==> src/rtl/oldland_mem_arbiter_pkg.sv <==
// Shared definitions for the oldland memory arbiter.
//   arb_state_t   : arbiter FSM states (IDLE / BUSY / DONE)
//   arb_grant_t   : which requester currently owns the bus (NONE / FETCH / DATA)
//   FETCH_BYTESEL : byte enables driven for every instruction fetch
package oldland_mem_arbiter_pkg;

    typedef enum logic [1:0] {
        ST_IDLE = 2'd0,
        ST_BUSY = 2'd1,
        ST_DONE = 2'd2
    } arb_state_t;

    typedef enum logic [1:0] {
        GNT_NONE  = 2'd0,
        GNT_FETCH = 2'd1,
        GNT_DATA  = 2'd2
    } arb_grant_t;

    localparam logic [3:0] FETCH_BYTESEL = 4'b1111;

endpackage

==> src/rtl/oldland_arb_timeout.sv <==
// Bus transaction watchdog for the oldland memory arbiter.
// Built only when OLDLAND_BUS_TIMEOUT_EN is defined.
//   clk, rst_n : clock, asynchronous active-low reset
//   clear      : restart the count (asserted on every grant)
//   run        : arbiter is waiting in BUSY
//   expired    : high during the TIMEOUT_CYCLES-th consecutive BUSY cycle
`ifdef OLDLAND_BUS_TIMEOUT_EN
module oldland_arb_timeout #(
    parameter int TIMEOUT_CYCLES = 255
) (
    input  logic clk,
    input  logic rst_n,
    input  logic clear,
    input  logic run,
    output logic expired
);

    localparam int CNT_W = $clog2(TIMEOUT_CYCLES + 1);
    // The count is 0 in the first BUSY cycle, so expiry is one below the limit.
    localparam logic [CNT_W-1:0] LAST = CNT_W'(TIMEOUT_CYCLES - 1);

    logic [CNT_W-1:0] count;

    always_ff @(posedge clk or negedge rst_n) begin
        if (!rst_n) begin
            count <= '0;
        end else if (clear) begin
            count <= '0;
        end else if (run && (count != LAST)) begin
            count <= count + 1'b1;
        end
    end

    assign expired = run && (count == LAST);

endmodule
`endif

==> src/rtl/oldland_mem_arbiter.sv <==
// oldland_mem_arbiter: shares one 32-bit memory bus between the instruction
// fetch port (i_*) and the load/store port (d_*). One transaction in flight;
// data has priority, but after DATA_BURST_MAX data grants with fetch waiting
// the next grant goes to fetch.
// Ports:
//   clk, rst_n                     clock, asynchronous active-low reset
//   i_access/i_addr                fetch request (held until i_ack)
//   i_data/i_ack/i_error           fetch response, qualified by i_ack
//   d_access/d_addr/d_wr_en/
//   d_wr_val/d_bytesel             data request (held until d_ack)
//   d_data/d_ack/d_error           data response, qualified by d_ack
//   m_access/m_addr/m_wr_en/
//   m_wr_val/m_bytesel             bus request, held stable until m_ack
//   m_data/m_ack                   bus response
// Optional: define OLDLAND_BUS_TIMEOUT_EN to abort a BUSY cycle after
// TIMEOUT_CYCLES without m_ack (ack with error=1, data=0). Without it BUSY
// waits forever and i_error/d_error stay 0.
module oldland_mem_arbiter
    import oldland_mem_arbiter_pkg::*;
#(
    parameter int DATA_BURST_MAX = 4
`ifdef OLDLAND_BUS_TIMEOUT_EN
    , parameter int TIMEOUT_CYCLES = 255
`endif
) (
    input  logic        clk,
    input  logic        rst_n,
    input  logic        i_access,
    input  logic [31:0] i_addr,
    output logic [31:0] i_data,
    output logic        i_ack,
    output logic        i_error,
    input  logic        d_access,
    input  logic [31:0] d_addr,
    input  logic        d_wr_en,
    input  logic [31:0] d_wr_val,
    input  logic [3:0]  d_bytesel,
    output logic [31:0] d_data,
    output logic        d_ack,
    output logic        d_error,
    output logic        m_access,
    output logic [31:0] m_addr,
    output logic        m_wr_en,
    output logic [31:0] m_wr_val,
    output logic [3:0]  m_bytesel,
    input  logic [31:0] m_data,
    input  logic        m_ack
);

    localparam int CTR_W = $clog2(DATA_BURST_MAX + 1);
    localparam logic [CTR_W-1:0] BURST_LIM = CTR_W'(DATA_BURST_MAX);

    arb_state_t       state, state_next;
    arb_grant_t       grant;
    logic [CTR_W-1:0] burst_ctr;
    logic             take_data, take_fetch;
    logic             finish_ok, finish_abort, finish;
    logic             timeout_hit;
    logic [31:0]      resp_data;

`ifdef OLDLAND_BUS_TIMEOUT_EN
    oldland_arb_timeout #(
        .TIMEOUT_CYCLES(TIMEOUT_CYCLES)
    ) u_timeout (
        .clk    (clk),
        .rst_n  (rst_n),
        .clear  (take_data | take_fetch),
        .run    (state == ST_BUSY),
        .expired(timeout_hit)
    );
`else
    assign timeout_hit = 1'b0;
`endif

    always_ff @(posedge clk or negedge rst_n) begin
        if (!rst_n) begin
            state <= ST_IDLE;
        end else begin
            state <= state_next;
        end
    end

    always_comb begin
        state_next   = state;
        take_data    = 1'b0;
        take_fetch   = 1'b0;
        finish_ok    = 1'b0;
        finish_abort = 1'b0;
        case (state)
            ST_IDLE: begin
                // Data wins unless it has used up its burst while fetch waits.
                if (d_access && (!i_access || (burst_ctr < BURST_LIM))) begin
                    take_data  = 1'b1;
                    state_next = ST_BUSY;
                end else if (i_access) begin
                    take_fetch = 1'b1;
                    state_next = ST_BUSY;
                end
            end
            ST_BUSY: begin
                // A real ack in the expiry cycle completes normally.
                if (m_ack) begin
                    finish_ok  = 1'b1;
                    state_next = ST_DONE;
                end else if (timeout_hit) begin
                    finish_abort = 1'b1;
                    state_next   = ST_DONE;
                end
            end
            ST_DONE: begin
                // Requester is dropping its access this cycle; ignore it.
                state_next = ST_IDLE;
            end
            default: state_next = ST_IDLE;
        endcase
    end

    assign finish    = finish_ok | finish_abort;
    assign resp_data = finish_abort ? 32'h0 : m_data;

    always_ff @(posedge clk or negedge rst_n) begin
        if (!rst_n) begin
            grant     <= GNT_NONE;
            burst_ctr <= '0;
            m_access  <= 1'b0;
            m_addr    <= '0;
            m_wr_en   <= 1'b0;
            m_wr_val  <= '0;
            m_bytesel <= '0;
            i_data    <= '0;
            i_ack     <= 1'b0;
            i_error   <= 1'b0;
            d_data    <= '0;
            d_ack     <= 1'b0;
            d_error   <= 1'b0;
        end else begin
            i_ack <= 1'b0;
            d_ack <= 1'b0;

            if (take_data) begin
                grant     <= GNT_DATA;
                m_access  <= 1'b1;
                m_addr    <= d_addr;
                m_wr_en   <= d_wr_en;
                m_wr_val  <= d_wr_val;
                m_bytesel <= d_bytesel;
                // Only grants that bypass a waiting fetch count toward the burst.
                if (!i_access) begin
                    burst_ctr <= '0;
                end else if (burst_ctr != BURST_LIM) begin
                    burst_ctr <= burst_ctr + 1'b1;
                end
            end else if (take_fetch) begin
                grant     <= GNT_FETCH;
                m_access  <= 1'b1;
                m_addr    <= i_addr;
                m_wr_en   <= 1'b0;
                m_wr_val  <= '0;
                m_bytesel <= FETCH_BYTESEL;
                burst_ctr <= '0;
            end

            if (finish) begin
                m_access <= 1'b0;
                grant    <= GNT_NONE;
                case (grant)
                    GNT_FETCH: begin
                        i_ack   <= 1'b1;
                        i_data  <= resp_data;
                        i_error <= finish_abort;
                    end
                    GNT_DATA: begin
                        d_ack   <= 1'b1;
                        d_data  <= resp_data;
                        d_error <= finish_abort;
                    end
                    default: ;
                endcase
            end
        end
    end

endmodule

==> config.mk <==
export PLATFORM = sky130hd
export DESIGN_NAME = oldland_mem_arbiter
export DESIGN_NICKNAME = d
export VERILOG_FILES = /design/src/rtl/oldland_mem_arbiter_pkg.sv /design/src/rtl/oldland_arb_timeout.sv /design/src/rtl/oldland_mem_arbiter.sv
export SDC_FILE = /design/constraint.sdc
export NUM_CORES = 1
export LEC_CHECK = 0
export CAP_MARGIN = 40
export CORE_MARGIN = 2
export CORE_UTILIZATION = 41
export CTS_CLUSTER_SIZE = 24
export DETAILED_ROUTE_END_ITERATION = 10
export PLACE_DENSITY = 0.8
export SLEW_MARGIN = 30
export SYNTH_ARGS = -nofsm -noshare
export SYNTH_HDL_FRONTEND = slang
export SYNTH_SLANG_ARGS = --single-unit
==> constraint.sdc <==
create_clock -name clk -period 2.2 [get_ports clk]
set_input_delay 0.22 -clock clk [delete_from_list [all_inputs] [get_ports clk]]
set_output_delay 0.22 -clock clk [all_outputs]
set_load 0.05 [all_outputs]
# Word-level counts from Yosys, hierarchy flattened
# Cells that the tools add are included.
[totals]
out_inout_bits = 138
word_cells = 64
inputBits = 138
register_bits = 143
[op_classes]
n_eq_ne = 7
n_addsub = 1
order_cmp = 1
mux = 33
n_reduce_logical = 10
[ops]
columns = ["cell", "count"]
rows = [
  ["2-to-1 mux 32 bit", 4],
  ["2-to-1 mux 1 bit", 16],
  ["2-to-1 mux 2 bit", 6],
  ["2-to-1 mux 3 bit", 4],
  ["2-to-1 mux 4 bit", 2],
  ["AND reduction 2 bit", 4],
  ["inequality test 3 bit (second input constant)", 2],
  ["== test 2 x 1 -> 1 bit (second input constant)", 2],
  ["one-hot mux 2 bit (2 select lines)", 1],
  ["adder 3 x 1 -> 3 bit (second input constant)", 1],
  ["< comparator 3 bit (second input constant)", 1],
  ["inequality test 3 x 2 -> 1 bit (second input constant)", 1],
  ["nonzero test 3 bit", 1],
  ["== test 2 bit (second input constant)", 1],
  ["logical NOT 2 bit", 1],
  ["inequality test 2 bit (second input constant)", 1],
  ["nonzero test 2 bit", 1],
  ["logical AND 1 bit", 1],
  ["logical NOT 1 bit", 1],
  ["logical OR 1 bit", 1],
]

# Logic depth before layout (Yosys ltp)
[depth]
ltp_word = 8
mapped_depth = 6
mapped_depth_nobuf = 3

# Worst setup path after synthesis
# Ideal clock, no wire load.
[synth_path]
path_kind = "register to register"
from = "register state[1]"
to = "register i_data[12]"
period_less_slack_ns = 1.607
path_buffers = 1
required_ns = 2.075
setup_ns = 0.125
arrival_time_ns = 1.482
stages_incl_launch_ff = 5
setup_slack_ns = 0.593
cell_sequence = "dfrtp_1 -> nand3b_4 -> nor3b_4 -> buf_6 -> mux2_2"
[synth_between]
elab_chain_len = 3
[synth_lines]
columns = ["item", "line", "text"]
rows = [
  ["from (decl)", "oldland_mem_arbiter.sv:53", "arb_state_t state, state_next;"],
  ["from (signal assigned)", "oldland_mem_arbiter.sv:79", "state <= state_next;"],
  ["== test 2 x 1 -> 1 bit", "oldland_mem_arbiter.sv:89", "case (state)"],
  ["2-to-1 mux 1 bit", "oldland_mem_arbiter.sv:89", ""],
  ["AND reduction 2 bit (no line)", "-", ""],
  ["to (signal assigned)", "oldland_mem_arbiter.sv:169", "i_data <= resp_data;"],
  ["to (decl)", "oldland_mem_arbiter.sv:30", "output logic [31:0] i_data,"],
]
# No other way between the ends.
# A chain may end at the register's enable or synchronous reset.

# Worst setup path after layout
[layout_path]
from = "register i_data[11]"
to = "output port i_data[11]"
# No word-level cell between the ends.

==> run metrics <==
outcome completed; Comb power frac between 50% and 60%; Ports approximately 280; reg2reg setup slack between 0.4 and 0.5 ns; FF-to-FF Start state[0]; CTS Buf Count 17; CTS clk-pin slew, worst paths around 0.060 ns; flop and latch count out of synthesis around 140; most common cell after layout, fill and taps aside clkdlybuf4s50_1; Net Sw Power 7770 uW; Via-to-Cell Ratio between 5 and 6; Setup crit start kind register; ANT cells 0; Mapped Cells 410; Die X between 100 and 150 um; most frequent cells in the layout clkdlybuf4s50_1 (272), dfrtp_1 (143), mux2_2 (61), a22o_1 (35); worst r2r path cells 5; setup bufs post-CTS 0; Synth warnings 0; Seq pwr share between 20 and 30%; P&R area growth vs syn 59.5%; Mapped Area between 0.005 and 0.006 sq mm; GPL Wtd Cong a little under 0.8; clock sink count roughly 140; DRT Pass-1 Iters 5; fin nets just over 800; multi-input logic area ~0.002 sq mm; Vias 4622; CP required roughly 2.0 ns; Slew @ Worst Pin 0.696 ns; Post-Route WL 16200 um; Clock power frac between 15 and 20%; H-tree levels 4; worst r2r dst m_wr_val[14]; first-pass GRT wire length around 25000 um; max-slew violation count 0; crit path buf inv count 1; P per Cell Area between 1500 and 2000 mW/mm^2; WP depth 1; Tmin final approximately 1.8 ns; Routed Antenna Nets 0; DPL Wire Length 11700 um; routed len/inst approximately 19 um; TNS Setup 0 ns; Final Power approximately 17000 uW; Internal 8900 uW; Clk Latency, worst-skew pair between 0.4 and 0.5 ns; critical path capture point type output pin; CP arrival roughly 1.6 ns; Core Rows between 40 and 50; largest net degree at the start of global routing around 70; unrepaired setup endpoints after global routing false; number of global-route vias before repair approximately 4700; mean post-synth cell area 14.3 sq um; Worst Setup SP i_data[11]; post-synthesis sequential area ratio between 60% and 70%; slowest cell on the critical path clkdlybuf4s50_1; number of remaining DRC errors 0; grt ovf 0; initial antenna violation count 0; Sw Share a little under half; Clock Skews roughly 0.0080 ns; CTS tree built; port bufs roughly 270; Starting Density between 40 and 50%; Leak approximately 0.004 uW; crit path kind reg2out; 1st-iter DRT viols between 200 and 250; final hold slack ~0.37 ns; maximum root-to-sink buffer count 2; core area roughly 0.014 sq mm; crit-path max FO 2; Peak Freq approximately 0.54 GHz; CP max stage delay approximately 0.83 ns; Clock Tree Root clkbuf_16; Final Setup Violations 0; Critical Path Sink i_data[11]; Top delay family on crit path buffers and inverters; worst path cell trace clkdlybuf4s50_1; Final Hold Fails 0; full die area roughly 0.015 sq mm; die height about 120 um; max_slew headroom between 50 and 60%; Max-Cap Viols 0; Hold/Removal Path Class in2async; fill count 978; sequential cell area 0.00358 sq mm; Yosys cell types 33; Post-CTS Resized 0; Tcrit/Tclk final between 80% and 90%; GRT Util Overall between 20% and 30%; share of layout cells above drive strength 1 16.5%; Max VDD drop 1.16 mV
stage by stage:
stage	cells	instance area [sq um]	worst slack [ns]	utilization [%]
global placement	842	8760	0.296	63.1
global route	875	9330	0.285	67.2
CTS	875	9330	0.319	67.2
finish	875	9330	0.351	67.2
floorplan	411	5850	0.593	-
detailed placement	842	8760	0.205	63.1
kinds of logic (layout without fill, tap and decap cells):
logic type	Yosys count	after routing	synth area share [%]
buffers and inverters	39	323	3.94
other	1	2	0.0641
DFF	143	143	61.2
and+or+nand+nor	76	76	9.37
AOI/OAI and AO/OA	84	84	12.5
muxes	65	65	12.5
adders and majority gates	2	2	0.428
cells in the mapped netlist, drive strengths merged:
cell | count | area (sq um)
and2 | 1 | 6.26
dfrtp | 143 | 3580
nor3b | 32 | 274
conb | 1 | 3.75
buf | 24 | 173
a221o | 29 | 290
nand2 | 5 | 21.3
a22o | 35 | 307
mux2 | 65 | 732
nand3b | 1 | 20.0
nand3 | 1 | 5.00
a21oi | 3 | 15.0
ha | 2 | 25.0
nor2 | 3 | 11.3
o22a | 4 | 35.0
a31o | 1 | 8.76
o21ai | 6 | 30.0
or2 | 1 | 6.26
and3b | 1 | 8.76
and3 | 29 | 181
o31ai | 3 | 22.5
inv | 3 | 11.3
clkbuf | 12 | 46.3
nand2b | 1 | 6.26
a22oi | 3 | 22.5
or2b | 1 | 7.51
sequential cells by signal, summed over array words and instances (netlist names), 2 cells and up:
name and cells:
state 2, m_bytesel 4, grant 2, m_addr 32, m_wr_val 32, burst_ctr 3
d_data 32, i_data 32
power by group through the flow:
stage                     Sequential (uW)  Clock, uW  Combinational, uW
final                                4620       2700               9340
after global routing                 4770       2900               9740
after CTS                            4630       2750               9400
after detailed placement             4640          0               9390
after global placement               4590          0               9230
after floorplan                      8650          0               2070
timing repair:
action	4_1_cts	5_1_grt
endpoints found under the hold margin	68	0
hold buffers	1	0
endpoints found under the setup margin	0	0
worst min-delay path by stage:
stage	slack [ns]	start	end	cells after the start
final	0.37	rst_n	d_data[26]	2
after global routing	0.39	d_wr_val[5]	m_wr_val[5]	2
after global placement	0.26	rst_n	d_data[23]	1
after floorplan	-0.08	rst_n	burst_ctr[0]	0
after CTS	0.39	d_wr_val[5]	m_wr_val[5]	2
after detailed placement	0.27	rst_n	d_data[26]	1
routing by layer:
metal	GRT usage [%]	vias up	routed length, um
met5	0	-	0
met4	7.60	0	374
met3	6.87	29	1330
met2	35.5	233	7950
met1	26.0	2276	6570
li1	-	2084	-
layout make-up:
type / count / area share [%]
sequential: 143 / 38.4
clock buffer: 20 / 4.79
tap: 180 / 2.41
timing repair buffer: 288 / 31.1
multi-input combinational: 229 / 22.0
clock inverter: 12 / 1.19
inverter: 3 / 0.121
(Power assumes the default switching activity.)
